**config.mk**
```make
export PLATFORM = sky130hd
export DESIGN_NAME = prog_sequencer
export DESIGN_NICKNAME = d
export VERILOG_FILES = /design/src/rtl/prog_sequencer.sv
export SDC_FILE = /design/constraint.sdc
export NUM_CORES = 1
export LEC_CHECK = 0
export CAP_MARGIN = 20
export CELL_PAD_IN_SITES_DETAIL_PLACEMENT = 1
export CELL_PAD_IN_SITES_GLOBAL_PLACEMENT = 2
export CORE_MARGIN = 8
export CORE_UTILIZATION = 39
export CTS_CLUSTER_SIZE = 8
export DETAILED_ROUTE_END_ITERATION = 10
export HOLD_SLACK_MARGIN = 0.1
export PLACE_DENSITY = 0.95
export RECOVER_POWER = 25
export SLEW_MARGIN = 20
export SYNTH_ARGS = -nofsm -noshare
export SYNTH_HDL_FRONTEND = slang
export SYNTH_SLANG_ARGS = --single-unit
```
**constraint.sdc**
```tcl
create_clock -name Clk -period 7.09 [get_ports Clk]
set_input_delay 0.709 -clock Clk [delete_from_list [all_inputs] [get_ports Clk]]
set_output_delay 0.709 -clock Clk [all_outputs]
set_load 0.1 [all_outputs]
```
**src/rtl/prog_sequencer.sv**
```systemverilog
// prog_sequencer: launches NPROG programs back to back and times each one by its Ack.
// A program that never acknowledges is aborted after TIMEOUT run cycles.
module prog_sequencer #(
    parameter  int          NPROG   = 3,
    parameter  int          CW      = 16,
    parameter  int unsigned TIMEOUT = 16'hFFFF,
    localparam int          IW      = (NPROG > 1) ? $clog2(NPROG) : 1
) (
    input  logic          Clk,
    input  logic          Reset,
    input  logic          Go,
    input  logic          Ack,
    output logic          Start,
    output logic [IW-1:0] ProgIdx,
    output logic [CW-1:0] CycleCt,
    output logic          CycleVld,
    output logic          Timeout,
    output logic          Done,
    output logic          Busy
);
    typedef enum logic [2:0] {IDLE, LAUNCH, RUN, RECORD, DONE} state_t;

    state_t        r_state, w_nxt;
    logic [CW-1:0] r_cnt, w_cnt, w_k, r_ct, w_ct;
    logic [IW-1:0] r_idx, w_idx;
    logic          r_to, w_to, w_abort;
    logic          r_start, r_vld, r_done, r_busy;

    assign w_k = r_cnt + CW'(1);

    always_comb begin
        w_nxt   = r_state;
        w_cnt   = r_cnt;
        w_idx   = r_idx;
        w_ct    = r_ct;
        w_to    = r_to;
        w_abort = 1'b0;
        case (r_state)
            IDLE: if (Go) begin
                w_nxt = LAUNCH;
                w_idx = '0;
            end
            LAUNCH: begin
                w_nxt = RUN;
                w_cnt = '0;
            end
            // Ack on the first run cycle may be left over from the previous halt
            RUN: if (Ack && r_cnt != '0) begin
                w_nxt = RECORD;
                w_ct  = w_k;
            end else if (w_k == CW'(TIMEOUT)) begin
                w_nxt   = DONE;
                w_ct    = CW'(TIMEOUT);
                w_to    = 1'b1;
                w_abort = 1'b1;
            end else begin
                w_cnt = w_k;
            end
            RECORD: if (r_idx == IW'(NPROG - 1)) begin
                w_nxt = DONE;
            end else begin
                w_nxt = LAUNCH;
                w_idx = r_idx + IW'(1);
            end
            DONE: if (Go) begin
                w_nxt = LAUNCH;
                w_idx = '0;
                w_to  = 1'b0;
            end
            default: w_nxt = IDLE;
        endcase
    end

    always_ff @(posedge Clk or negedge Reset) begin
        if (!Reset) begin
            r_state <= IDLE;
            r_cnt   <= '0;
            r_idx   <= '0;
            r_ct    <= '0;
            r_to    <= 1'b0;
            r_start <= 1'b0;
            r_vld   <= 1'b0;
            r_done  <= 1'b0;
            r_busy  <= 1'b0;
        end else begin
            r_state <= w_nxt;
            r_cnt   <= w_cnt;
            r_idx   <= w_idx;
            r_ct    <= w_ct;
            r_to    <= w_to;
            r_start <= (w_nxt == LAUNCH);
            r_vld   <= (w_nxt == RECORD) || w_abort;
            r_done  <= (w_nxt == DONE);
            r_busy  <= (w_nxt inside {LAUNCH, RUN, RECORD});
        end
    end

    assign Start    = r_start;
    assign ProgIdx  = r_idx;
    assign CycleCt  = r_ct;
    assign CycleVld = r_vld;
    assign Timeout  = r_to;
    assign Done     = r_done;
    assign Busy     = r_busy;
endmodule

```
# After elaboration in Yosys (flattened, before gate mapping)
# Cells that the tools add are included.
[word_totals] out_inout_bits=23 reg_bits=42 wordCells=61 inputBits=4
[op_classes] muxes=20 eq_ne=16 addsub=2 reduce_logical=14
[ops] op="$mux W16" count=4
[ops] op="$pmux W16 S2" count=1
[ops] op="$add A16 B1 Y16 const B" count=1
[ops] op="$eq A16 B16 Y1 const B" count=1
[ops] op="$reduce_bool A16 Y1" count=1
[ops] op="$eq A3 B2 Y1 const B" count=4
[ops] op="$mux W3" count=4
[ops] op="$pmux W3 S4" count=1
[ops] op="$ne A2 B2 Y1 const B" count=5
[ops] op="$reduce_bool A2 Y1" count=4
[ops] op="$eq A3 B1 Y1 const B" count=2
[ops] op="$eq A3 B3 Y1 const B" count=2
[ops] op="$mux W1" count=6
[ops] op="$reduce_and A3 Y1" count=2
[ops] op="$mux W2" count=2
[ops] op="$pmux W2 S2" count=1
[ops] op="$reduce_and A4 Y1" count=1
[ops] op="$logic_not A3 Y1" count=1
[ops] op="$reduce_bool A3 Y1" count=1
[ops] op="$add A2 B1 Y2 const B" count=1
[ops] op="$eq A2 B2 Y1 const B" count=1
[ops] op="$ne A2 B1 Y1 const B" count=1
[ops] op="$pmux W1 S2" count=1
[ops] op="$reduce_and A2 Y1" count=1
[ops] op="3 further kinds" count=3

# Longest topological paths before layout
[depth] word_depth=7 depth_mapped=11

# Least setup slack after synthesis
# Ideal clock, no wire load.
[synth_path] kind="reg2reg" from="register r_cnt[0]" to="register r_cnt[9]" stages_incl_launch_ff=11 setup_slack_ns=4.275 arrival_ns=2.689 setup_time_ns=0.126 synth_period_minus_slack_ns=2.815 n_path_buf=2 path_cell_list="dfrtp_1 > clkbuf_1 > inv_1 > ha_1 > or4b_4 > o41ai_4 > nand2_4 > o22ai_2 > a21oi_2 > buf_6 > a221o_1"
[synth_via] elab_chain_cells=4 elab_cells_between_ends=10 cone_classes="add/sub (1); eq/ne (3); mux (3); reduce/logical (3)"
[synth_rtl] item="start: declaration" line="24" rtl="logic [CW-1:0] r_cnt, w_cnt, w_k, r_ct, w_ct;"
[synth_rtl] item="start signal: assignment" line="87" rtl="r_cnt <= w_cnt;"
[synth_rtl] item="$add A16 B1 Y16 or $reduce_bool A16 Y1 (tied branches)" line="29, 48"
[synth_rtl] item="$eq A16 B16 Y1, or another cell as far along" line="51" rtl="end else if (w_k == CW'(TIMEOUT)) begin"
[synth_rtl] item="$ne A2 B2 Y1 (no source line) or $mux W16 (tied branches)"
[synth_rtl] item="$reduce_and A3 Y1 (no source line) or $pmux W16 S2 (tied branches)"
# Parallel ways exist; a longest one is shown, timed or not. The select of a mux whose other input is x is not followed.
# A chain may end at the register's enable or synchronous reset.

# Final worst setup path
# Same ends and word-level chain as after synthesis.

==> flow_summary.yaml <==
status:
  status: "finished clean"
flow_run:
  maxCapViolCount: 0
sta:
  max_freq_ghz: 0.3078
  drv_slew: 0
  period_minus_slack_ns: 3.249
  setup_tns_ns: 0
  max_slew_margin_pct: 6.100
  fin_worst_skew_ns: 0.007031
  worst_pin_slew_ns: 1.408
  setup_viol: 0
  finalCritPeriodShare_pct: 45.82
  hold_violations: 0
  rsz0062_at_grt: "no"
floorplanning:
  rows: 28
  start_util_pct: 40.46
  core_area_um2: 5956
  die_area_um2: 8950
  ios: 27
  die_h_um: 94.61
  fp.dieW_um: 94.61
worst_setup_path:
  reg2reg_depth: 8
  crit_required_ns: 7.27
  cp-end-kind: "register"
  critPathArrivalTime_ns: 3.43
  max_stage_delay_ns: 0.75
  path_cells: "inv_1, ha_1, or4b_4, o41ai_4, nand2_4, clkinv_2, a21oi_2, a221o_1"
  cp_slowest_cell: "o41ai_4"
  regToRegSetupSlack_ns: 3.84
  rr_startpoint: "r_cnt[0]$_DFFE_PN0P_"
  start_kind: "register"
  crit_fanout: 15
  r2r-end: "r_cnt[9]$_DFFE_PN0P_"
  crit_type: "reg -> reg"
yosys:
  ys.flop_type: "dfrtp_1"
  netlist-cell-type-count: 61
  syn_area_um2: 2410
  synth-seq-cells: 42
  synth.avg_cell_area_um2: 10.13
  ys_seq_area_share_pct: 43.61
  synth_edf_count: 0
  synth_top_area_cell: "dfrtp_1"
  synth.net_count: 246
  synth_top_area_share_pct: 43.61
  postSynth.asyncResetShare_pct: 100.0
  syn_inst: 238
  synthTopCellsByArea: "dfrtp_1, a2bb2oi_1, o21ai_0, nand2_1, a221o_1"
  synth_warnings: 0
min_path:
  worst_hold_path_type: "reg -> reg"
  hold_path_startpoint: "CycleCt[15]$_DFFE_PN0P_"
  hold_path_end: "CycleCt[15]$_DFFE_PN0P_"
  worstHoldPathCells: 1
drt:
  ant_nets: 0
  initialDrtViolationCount: 125
  viasPerCell: 6.120
  wl_per_cell_um: 20.68
  drt_wl_total_um: 6867
  num_vias: 2032
  drc_errors: 0
  first_pass_iters: 4
cts:
  cts_htree_levels: 2
  cts_root_buffer: "clkbuf_8"
  ctsResizeCount: 0
  cts_inserted_buffers: 5
  clockBufferDepth: 2
  cts.sinks: 42
  clkTransAtPathRegs_ns: 0.07
  ctsHoldBuffers: 0
  clock_latency_ns: 0.30
  tritoncts: "done"
  cts_setup_buffers: 0
global_routing:
  grt_pass1_vias: 2127
  gr-total-overflow: 0
  grt.total_usage_pct: 16.09
  grt_antenna_before_repair: 0
  grt_pass1_wl_um: 11270
  grt_max_degree: 43
power_and_ir_drop:
  irDropWorstVdd_mv: 0.3732
  p_per_area_nw_per_um2: 506.4
  p_leak_nw: 1.111
placement:
  globalplace.congestion: 0.8898
  hpwl_um: 4992
  io_buffers: 26
finish:
  antenna_cells: 0
  nets: 265
  drive_gt1_share_pct: 12.84
  syn2layout_area_growth_pct: 15.47
  post-route-util_pct: 46.72
  fill_cells: 682
-- sequential cells by signal, indices dropped and copies added, names as in the netlist --
name	count
Busy	1
CycleCt	16
CycleVld	1
Done	1
ProgIdx	2
Start	1
Timeout	1
r_cnt	16
r_state	3
-- worst max path at each step --
stage          slack [ns]                   end                 start  depth (start not counted)
6_report             3.84  r_cnt[9]$_DFFE_PN0P_  r_cnt[0]$_DFFE_PN0P_                          8
5_1_grt              3.62  r_cnt[9]$_DFFE_PN0P_  r_cnt[3]$_DFFE_PN0P_                          6
4_1_cts              3.89  r_cnt[9]$_DFFE_PN0P_  r_cnt[0]$_DFFE_PN0P_                          8
3_5_place_dp         3.90  r_cnt[9]$_DFFE_PN0P_  r_cnt[0]$_DFFE_PN0P_                          8
3_3_place_gp         3.93  r_cnt[4]$_DFFE_PN0P_  r_cnt[0]$_DFFE_PN0P_                          8
2_1_floorplan        4.27  r_cnt[9]$_DFFE_PN0P_  r_cnt[0]$_DFFE_PN0P_                         10
-- per-layer routing --
layer  vias to the layer above  track usage, %  wire length (µm)  share of wire [%]
met5                         -               0                 0                  0
met1                      1039           20.98              3114                 45
met4                         0           6.242                89                1.3
li1                        944               -                 -                  -
met3                         7           3.095               252                3.7
met2                        42           25.72              3411                 50
-- report_power, final --
part | total (W) | switching, W | internal, W
clock | 0.000195 | 0.0000825 | 0.000113
sequential | 0.000379 | 0.0000699 | 0.000310
combinational | 0.000835 | 0.000620 | 0.000214
total | 0.00141 | 0.000773 | 0.000637
-- critical path, delay by kind of cell (launching register included) --
family                   cells  cell delay, ns
buffers and inverters        2            0.34
AND/OR/NAND/NOR              2            0.68
adder cells (fa/ha/maj)      1            0.19
flip-flops                   1            0.60
AO/OA/AOI/OAI                3            1.32
-- cells in the final DEF, fill, tap and decap left out, types with 4 or more instances in the layout --
master           instances
dfrtp_1                 42
nor2_1                  14
inv_1                    6
nand4_1                  4
nand3_1                 10
a21oi_1                  5
clkdlybuf4s50_1         25
o32a_2                   4
clkbuf_8                 6
ha_1                     4
nor4_1                   6
a2bb2oi_1                8
nand2_1                 18
xnor2_1                  5
nor3_1                   7
a31oi_1                  4
o21ai_0                 14
a221o_1                  6
xor2_1                   4
-- cell usage after synthesis, drive strengths merged (5+ instances only) --
cell type / instances
dfrtp: 42
nand2: 19
nor2: 15
o21ai: 14
buf: 11
nand3: 11
a2bb2oi: 8
nor3: 8
nor4: 8
a21oi: 7
a221o: 6
inv: 6
xnor2: 5
-- logic make-up after synthesis --
group           count (synthesis)  share of synthesized area, %
xor+xnor                        9                         3.271
compound gates                 72                         24.51
fa+ha+maj                       4                         2.077
buf+inv                        22                         4.932
simple gates                   89                         21.60
flops                          42                         43.61
-- area by class of cell --
class | instances | area [µm²] | area share (%)
Tap cell | 75 | 93.84 | 3.372
Clock inverter | 1 | 30.03 | 1.079
Clock buffer | 6 | 82.58 | 2.968
Inverter | 7 | 27.53 | 0.9892
Multi-Input combinational cell | 174 | 1240 | 44.56
Sequential cell | 42 | 1051 | 37.77
Timing Repair Buffer | 27 | 257.7 | 9.263
-- stage by stage --
stage / power (W) / worst slack [ns] / area (µm²) / hold WS (ns) / std cells
4_1_cts: 0.001418 / 3.886 / 2780 / 0.5069 / 331
5_1_grt: 0.001470 / 3.615 / 2783 / 0.5183 / 332
3_3_place_gp: 0.001203 / 3.927 / 2668 / 0.4649 / 324
6_report: 0.001409 / 3.841 / 2783 / 0.5010 / 332
3_5_place_dp: 0.001219 / 3.901 / 2668 / 0.4839 / 324
2_1_floorplan: 0.001028 / 4.275 / 2410 / 0.4134 / 238
(Power assumes the default switching activity.)
